## src/rtl/instr_fetch_ctrl_if.sv

```systemverilog
// Fetch sequencer bus bundle.
// Groups the ROM read port, the redirect/halt controls and the decode-side
// valid/ready output stream of instr_fetch_ctrl.
//   master : seen by instr_fetch_ctrl (drives ROM request and decode output)
//   slave  : seen by the ROM/decode/control environment
// Signals:
//   mem_re, mem_a, mem_rd         ROM read enable, word address, read data
//   redirect_valid, redirect_pc   single-cycle redirect and byte target
//   halt                          level, stop issuing new fetches
//   out_valid, out_ready          decode handshake
//   out_instr, out_pc             fetched word and its byte PC
//   fetch_err                     misaligned-redirect flag
interface instr_fetch_ctrl_if #(
  parameter int unsigned N = 1024
);
  localparam int unsigned AW = $clog2(N);

  logic          mem_re;
  logic [AW-1:0] mem_a;
  logic [31:0]   mem_rd;
  logic          redirect_valid;
  logic [31:0]   redirect_pc;
  logic          halt;
  logic          out_valid;
  logic          out_ready;
  logic [31:0]   out_instr;
  logic [31:0]   out_pc;
  logic          fetch_err;

  modport master (
    output mem_re, mem_a, out_valid, out_instr, out_pc, fetch_err,
    input  mem_rd, redirect_valid, redirect_pc, halt, out_ready
  );

  modport slave (
    input  mem_re, mem_a, out_valid, out_instr, out_pc, fetch_err,
    output mem_rd, redirect_valid, redirect_pc, halt, out_ready
  );
endinterface

```

## src/rtl/instr_fetch_ctrl.sv

```systemverilog
// Instruction fetch sequencer in front of a synchronous 1-cycle instruction ROM.
// Owns the fetch PC, issues ROM reads with credit-based flow control, buffers
// returned words in a 2-entry FIFO and presents {instr, pc} to decode.
// Ports:
//   clk  clock, all state on posedge
//   rst  synchronous active-high reset
//   bus  instr_fetch_ctrl_if.master (ROM port, redirect/halt, decode stream)
// Build option: define FETCH_MISALIGN_CHK_EN to flag misaligned redirect
// targets (sticky fetch_err plus halt); otherwise redirect targets are
// forced word-aligned and fetch_err is tied low.
module instr_fetch_ctrl #(
  parameter int unsigned N        = 1024,
  parameter logic [31:0] RESET_PC = 32'h0000_0000
) (
  input logic                clk,
  input logic                rst,
  instr_fetch_ctrl_if.master bus
);
  localparam int unsigned AW = $clog2(N);

  localparam logic [0:0] S_RUN  = 1'b0;
  localparam logic [0:0] S_HALT = 1'b1;

  logic [0:0]  state_q, state_d;
  logic [31:0] fpc_q;
  logic [31:0] rsp_pc_q;
  logic        rsp_v_q;
  logic [31:0] fifo_instr_q [2];
  logic [31:0] fifo_pc_q    [2];
  logic        rd_ptr_q, wr_ptr_q;
  logic [1:0]  count_q;

  logic        deq;
  logic        issue;
  logic [2:0]  credit;
  logic        misalign;
  logic        err_flag;
  logic [31:0] redir_target;

`ifdef FETCH_MISALIGN_CHK_EN
  logic err_q;

  assign misalign     = bus.redirect_valid & (bus.redirect_pc[1:0] != 2'b00);
  assign redir_target = bus.redirect_pc;
  assign err_flag     = err_q;

  // Sticky until reset or the next redirect, which re-evaluates alignment.
  always_ff @(posedge clk) begin
    if (rst) begin
      err_q <= 1'b0;
    end else if (bus.redirect_valid) begin
      err_q <= misalign;
    end
  end
`else
  assign misalign     = 1'b0;
  assign redir_target = {bus.redirect_pc[31:2], 2'b00};
  assign err_flag     = 1'b0;
`endif

  // Redirect blanks the output so a dequeue in that cycle has no effect.
  assign bus.out_valid = !rst & !bus.redirect_valid & (count_q != 2'd0);
  assign deq           = bus.out_valid & bus.out_ready;

  // Words already owed to the FIFO after this cycle's dequeue; keep <= 2.
  assign credit = {1'b0, count_q} + {2'b00, rsp_v_q} - {2'b00, deq};
  assign issue  = !rst & (state_q == S_RUN) & !bus.redirect_valid & !bus.halt
                & (credit < 3'd2);

  assign bus.mem_re    = issue;
  assign bus.mem_a     = fpc_q[AW+1:2];
  assign bus.out_instr = rst ? 32'h0 : fifo_instr_q[rd_ptr_q];
  assign bus.out_pc    = rst ? 32'h0 : fifo_pc_q[rd_ptr_q];
  assign bus.fetch_err = !rst & err_flag;

  // The redirect cycle itself is the one-cycle bubble: nothing issues while
  // redirect_valid is high, and the target issues on the following cycle.
  always_comb begin
    state_d = state_q;
    if (bus.redirect_valid) begin
      state_d = (bus.halt | misalign) ? S_HALT : S_RUN;
    end else if (bus.halt) begin
      state_d = S_HALT;
    end else if ((state_q == S_HALT) && !err_flag) begin
      state_d = S_RUN;
    end
  end

  always_ff @(posedge clk) begin
    if (rst) begin
      state_q  <= S_RUN;
      fpc_q    <= RESET_PC;
      rsp_pc_q <= 32'h0;
      rsp_v_q  <= 1'b0;
      rd_ptr_q <= 1'b0;
      wr_ptr_q <= 1'b0;
      count_q  <= 2'd0;
      for (int i = 0; i < 2; i++) begin
        fifo_instr_q[i] <= 32'h0;
        fifo_pc_q[i]    <= 32'h0;
      end
    end else begin
      state_q <= state_d;
      if (bus.redirect_valid) begin
        // Flush buffered words and squash the read in flight.
        fpc_q    <= redir_target;
        rsp_v_q  <= 1'b0;
        rd_ptr_q <= 1'b0;
        wr_ptr_q <= 1'b0;
        count_q  <= 2'd0;
      end else begin
        if (rsp_v_q) begin
          fifo_instr_q[wr_ptr_q] <= bus.mem_rd;
          fifo_pc_q[wr_ptr_q]    <= rsp_pc_q;
          wr_ptr_q               <= ~wr_ptr_q;
        end
        if (deq) begin
          rd_ptr_q <= ~rd_ptr_q;
        end
        count_q <= count_q + {1'b0, rsp_v_q} - {1'b0, deq};
        if (issue) begin
          rsp_pc_q <= fpc_q;
          fpc_q    <= fpc_q + 32'd4;
        end
        rsp_v_q <= issue;
      end
    end
  end
endmodule

```

## src/flat_wrapper.sv

```systemverilog
// flat-port wrapper written by rule: the top's interface ports become plain ports
module instr_fetch_ctrl_flat 
#(
  parameter int unsigned N        = 1024,
  parameter logic [31:0] RESET_PC = 32'h0000_0000
)
  (clk, rst, bus_mem_re, bus_mem_a, bus_out_valid, bus_out_instr, bus_out_pc, bus_fetch_err, bus_mem_rd, bus_redirect_valid, bus_redirect_pc, bus_halt, bus_out_ready);
  instr_fetch_ctrl_if #(.N(N)) bus_i ();
  input logic clk;
  input logic rst;
  output wire logic [$bits(bus_i.mem_re)-1:0] bus_mem_re;
  output wire logic [$bits(bus_i.mem_a)-1:0] bus_mem_a;
  output wire logic [$bits(bus_i.out_valid)-1:0] bus_out_valid;
  output wire logic [$bits(bus_i.out_instr)-1:0] bus_out_instr;
  output wire logic [$bits(bus_i.out_pc)-1:0] bus_out_pc;
  output wire logic [$bits(bus_i.fetch_err)-1:0] bus_fetch_err;
  input wire logic [$bits(bus_i.mem_rd)-1:0] bus_mem_rd;
  input wire logic [$bits(bus_i.redirect_valid)-1:0] bus_redirect_valid;
  input wire logic [$bits(bus_i.redirect_pc)-1:0] bus_redirect_pc;
  input wire logic [$bits(bus_i.halt)-1:0] bus_halt;
  input wire logic [$bits(bus_i.out_ready)-1:0] bus_out_ready;
  assign bus_mem_re = bus_i.mem_re;
  assign bus_mem_a = bus_i.mem_a;
  assign bus_out_valid = bus_i.out_valid;
  assign bus_out_instr = bus_i.out_instr;
  assign bus_out_pc = bus_i.out_pc;
  assign bus_fetch_err = bus_i.fetch_err;
  assign bus_i.mem_rd = bus_mem_rd;
  assign bus_i.redirect_valid = bus_redirect_valid;
  assign bus_i.redirect_pc = bus_redirect_pc;
  assign bus_i.halt = bus_halt;
  assign bus_i.out_ready = bus_out_ready;
  instr_fetch_ctrl #(.N(N), .RESET_PC(RESET_PC)) u_core (.clk(clk), .rst(rst), .bus(bus_i));
endmodule
```

## config.mk

```make
export PLATFORM = sky130hd
export DESIGN_NAME = instr_fetch_ctrl_flat
export DESIGN_NICKNAME = d
export VERILOG_FILES = /design/src/rtl/instr_fetch_ctrl_if.sv /design/src/rtl/instr_fetch_ctrl.sv /design/src/flat_wrapper.sv
export SDC_FILE = /design/constraint.sdc
export NUM_CORES = 1
export LEC_CHECK = 0
export CAP_MARGIN = 20
export CORE_ASPECT_RATIO = 1.5
export CORE_MARGIN = 3
export CORE_UTILIZATION = 35
export CTS_CLUSTER_SIZE = 40
export DETAILED_ROUTE_END_ITERATION = 16
export PLACE_DENSITY = 0.67
export RECOVER_POWER = 100
export SLEW_MARGIN = 0
export SYNTH_ARGS = -nofsm -noshare
export SYNTH_HDL_FRONTEND = slang
export SYNTH_SLANG_ARGS = --single-unit
```

## constraint.sdc

```tcl
create_clock -name clk -period 7 [get_ports clk]
set_input_delay 2.1 -clock clk [delete_from_list [all_inputs] [get_ports clk]]
set_output_delay 2.1 -clock clk [all_outputs]
set_load 0.01 [all_outputs]
```

==> results.json <==
{
  "wire_per_inst_um": 15.78,
  "synth_cell_types": 49,
  "slew_viol_final": 229,
  "rows": 70,
  "clk_path_buf_depth": 2,
  "path_cells": "dlygate4sd2_1 > nor2_1 > o21a_1 > and2_1 > ha_1 > inv_1 > ha_1 > fa_1 > nor3_2 > nand3_2 > inv_2 > clkdlybuf4s50_1",
  "hold_start": "u_core.rsp_pc_q[6]$_SDFFE_PP0P_",
  "cts_buffers": 17,
  "crit_fanout": 2,
  "grt_pass1_vias": 6021,
  "post-route-util": 0.4451,
  "crit_path_start": "bus_redirect_valid",
  "synth-seq-area-share": 0.5829,
  "synthTopCellsByCount": "and2_1 (131), edfxtp_1 (124), nand2_1 (84)",
  "post-route-drc-count": 0,
  "drive_gt1_frac": 0.05496,
  "relSlewSlack": -0.7183,
  "r2r_slack_ps": 2400,
  "grt_antenna_before_repair": 0,
  "path_class": "in2out",
  "max_stage_delay_ps": 530,
  "syn_avg_cell_area_um2": 10.92,
  "first_iter_violations": 348,
  "syn_inst": 796,
  "slowest_stage": "clkdlybuf4s50_1",
  "finalHoldViolCount": 0,
  "run_status": "finished, violations left",
  "violations": "capacitance limit, slew limit",
  "synth_area_um2": 8690,
  "synth_top_flop_cell": "edfxtp_1",
  "hold_ws_ps": 462.5,
  "vdd_ir_drop_max_uv": 174.7,
  "synth_top_area_share": 0.4285,
  "leakage_nw": 3.812,
  "num_vias": 5965,
  "drtPass1Iterations": 4,
  "p_clk_frac": 0.398,
  "dp_slack_ps": -71.53,
  "fin_setup_tns_ps": 0,
  "worst_path_most_repeated_cell": "ha_1",
  "clock_latency_ps": 430,
  "yosysMostFrequentCell": "and2_1",
  "ys_ff_latch": 191,
  "grt_most_used_layer": "met2",
  "synth_edf_count": 124,
  "ios": 146,
  "combinationalPowerShare": 0.074,
  "grt_overflow": 0,
  "grt_pass1_wl_um": 31570,
  "yosysWarnings": 0,
  "hold_buffers": 0,
  "post-route-period-util": 0.9745,
  "start_util": 0.3556,
  "p_per_area_nw_per_um2": 220.5,
  "clock-sinks": 191,
  "power_frac_seq": 0.528,
  "antennaDiodeCount": 0,
  "final_nets": 988,
  "antenna_left": 0,
  "cts_tree": "done",
  "ctsResizeCount": 1,
  "switching_share": 0.2405,
  "dp_cells": 1219,
  "drv_cap": 5,
  "dieArea_um2": 26790,
  "coreArea_um2": 24440,
  "areaGrowthSynthToFinish_pct": 25.15,
  "arrival_ps": 4720,
  "finalWirelength_um": 19760,
  "die_y_um": 199.0,
  "io_buffers": 140,
  "clk_pin_slew_ps": 70,
  "rr_startpoint": "u_core.rsp_v_q$_SDFF_PP0_",
  "hp-class": "reg2reg",
  "grtUsageMet2": 0.2787,
  "async_flop_share": 0,
  "cts.htree.levels": 4,
  "met1_usage": 0.1712,
  "final.setup_skew_ps": 10.92,
  "netlist_top_cells_area": "edfxtp_1 (43%), dfxtp_1 (15%), and2_1 (9.4%)",
  "min_period_ps": 6821,
  "gp_congestion": 0.8422,
  "required_ps": 4900,
  "setup_violations": 0,
  "cts-root-buf": "clkbuf_16",
  "power.switching_w": 0.0005768,
  "worst_slew_pin_slew_ps": 2577,
  "grt_usage": 0.1510,
  "final_cells": 1252,
  "endpoint_kind": "output port",
  "place_hpwl_um": 13300,
  "fin_ws_ps": 178.8,
  "rsz0062_at_grt": "false",
  "cts_setup_buffers": 0,
  "p_int_w": 0.001821,
  "viasPerCell": 4.764,
  "synth_area_leader_cell": "edfxtp_1",
  "crit_path_start_kind": "input pin",
  "gr-usage-met3": 0.03087,
  "fmax_mhz": 146.6,
  "grt_max_degree": 72,
  "die_w_um": 134.7
}
==> kinds of logic (layout without fill, tap and decap cells) <==
kind of cell / Yosys count / count (layout) / share of synthesized area
simple gates: 365 / 365 / 0.2203
compound gates: 70 / 70 / 0.04939
buf+inv: 74 / 204 / 0.03830
mux: 64 / 64 / 0.07401
flops: 191 / 191 / 0.5829
fa+ha+maj: 4 / 4 / 0.006624
other cells: 1 / 3 / 0.0004316
xor+xnor: 27 / 27 / 0.02808
==> cell usage in the layout (no fill, tap or decap), types with 10 or more instances in the layout <==
cell,synthesis,layout
and2_0,0,68
dfxtp_1,67,66
dlygate4sd3_1,0,72
nor3_1,12,12
a211oi_1,13,13
nor4_1,5,11
nand2_1,84,84
a21oi_1,37,37
clkbuf_16,0,18
nand3_1,15,15
nand4_1,10,11
edfxtp_1,124,124
mux2i_1,62,62
nor2_1,83,83
and2_1,131,63
xnor2_1,19,19
clkdlybuf4s50_1,0,66
inv_1,10,10
==> per-stage QoR <==
stage / area [µm²] / total power [W]
after floorplan: 8697 / 0.001377
after global placement: 10380 / 0.001479
after detailed placement: 10380 / 0.001483
after CTS: 10970 / 0.002437
after global routing: 10880 / 0.002494
final: 10880 / 0.002398
==> layout make-up <==
class | count | area, µm²
clock buffers | 19 | 454.2
multi-input cells | 533 | 3236
fillers | 2291 | 13560
flip-flops and latches | 191 | 5069
clock inverters | 13 | 136.4
inverters | 12 | 45.04
well taps | 324 | 405.4
repair buffers | 160 | 1530
==> worst max-delay path: cells and delay by family <==
| family | cells | cell delay, ps |
|---|---|---|
| fa+ha+maj | 3 | 850 |
| buf+inv | 4 | 950 |
| simple gates | 4 | 660 |
| compound gates | 1 | 150 |
==> power groups by stage <==
stage	Sequential [W]	Clock [W]	Combinational, W
floorplan	0.00128	0	0.0000954
detailed placement	0.00129	0	0.000192
global route	0.00127	0.00103	0.000195
finish	0.00127	0.000955	0.000177
global placement	0.00129	0	0.000190
CTS	0.00127	0.000979	0.000192
==> metal layers <==
metal / wire [µm] / up-vias
met3: 767 / 24
met2: 10660 / 149
met1: 7997 / 2812
met5: 0 / -
met4: 329 / 0
li1: - / 2980
==> flip-flops by register name (all words and copies together) (netlist names), named ones only <==
name	cells
u_core.count_q	2
u_core.fifo_instr_q	64
u_core.fifo_pc_q	60
u_core.fpc_q	30
u_core.rd_ptr_q	1
u_core.rsp_pc_q	30
u_core.rsp_v_q	1
u_core.state_q	1
u_core.wr_ptr_q	1
==> final timing paths <==
kind / endpoint / depth (start not counted)
worst max-delay path: bus_mem_re / 12
worst min-delay path: u_core.rsp_pc_q[6]$_SDFFE_PP0P_ / 2
worst max register to register: u_core.fifo_pc_q[0][14]$_SDFFCE_PN0P_ / 4
worst min register to register: u_core.rsp_pc_q[6]$_SDFFE_PP0P_ / 2
(Power assumes the default switching activity.)
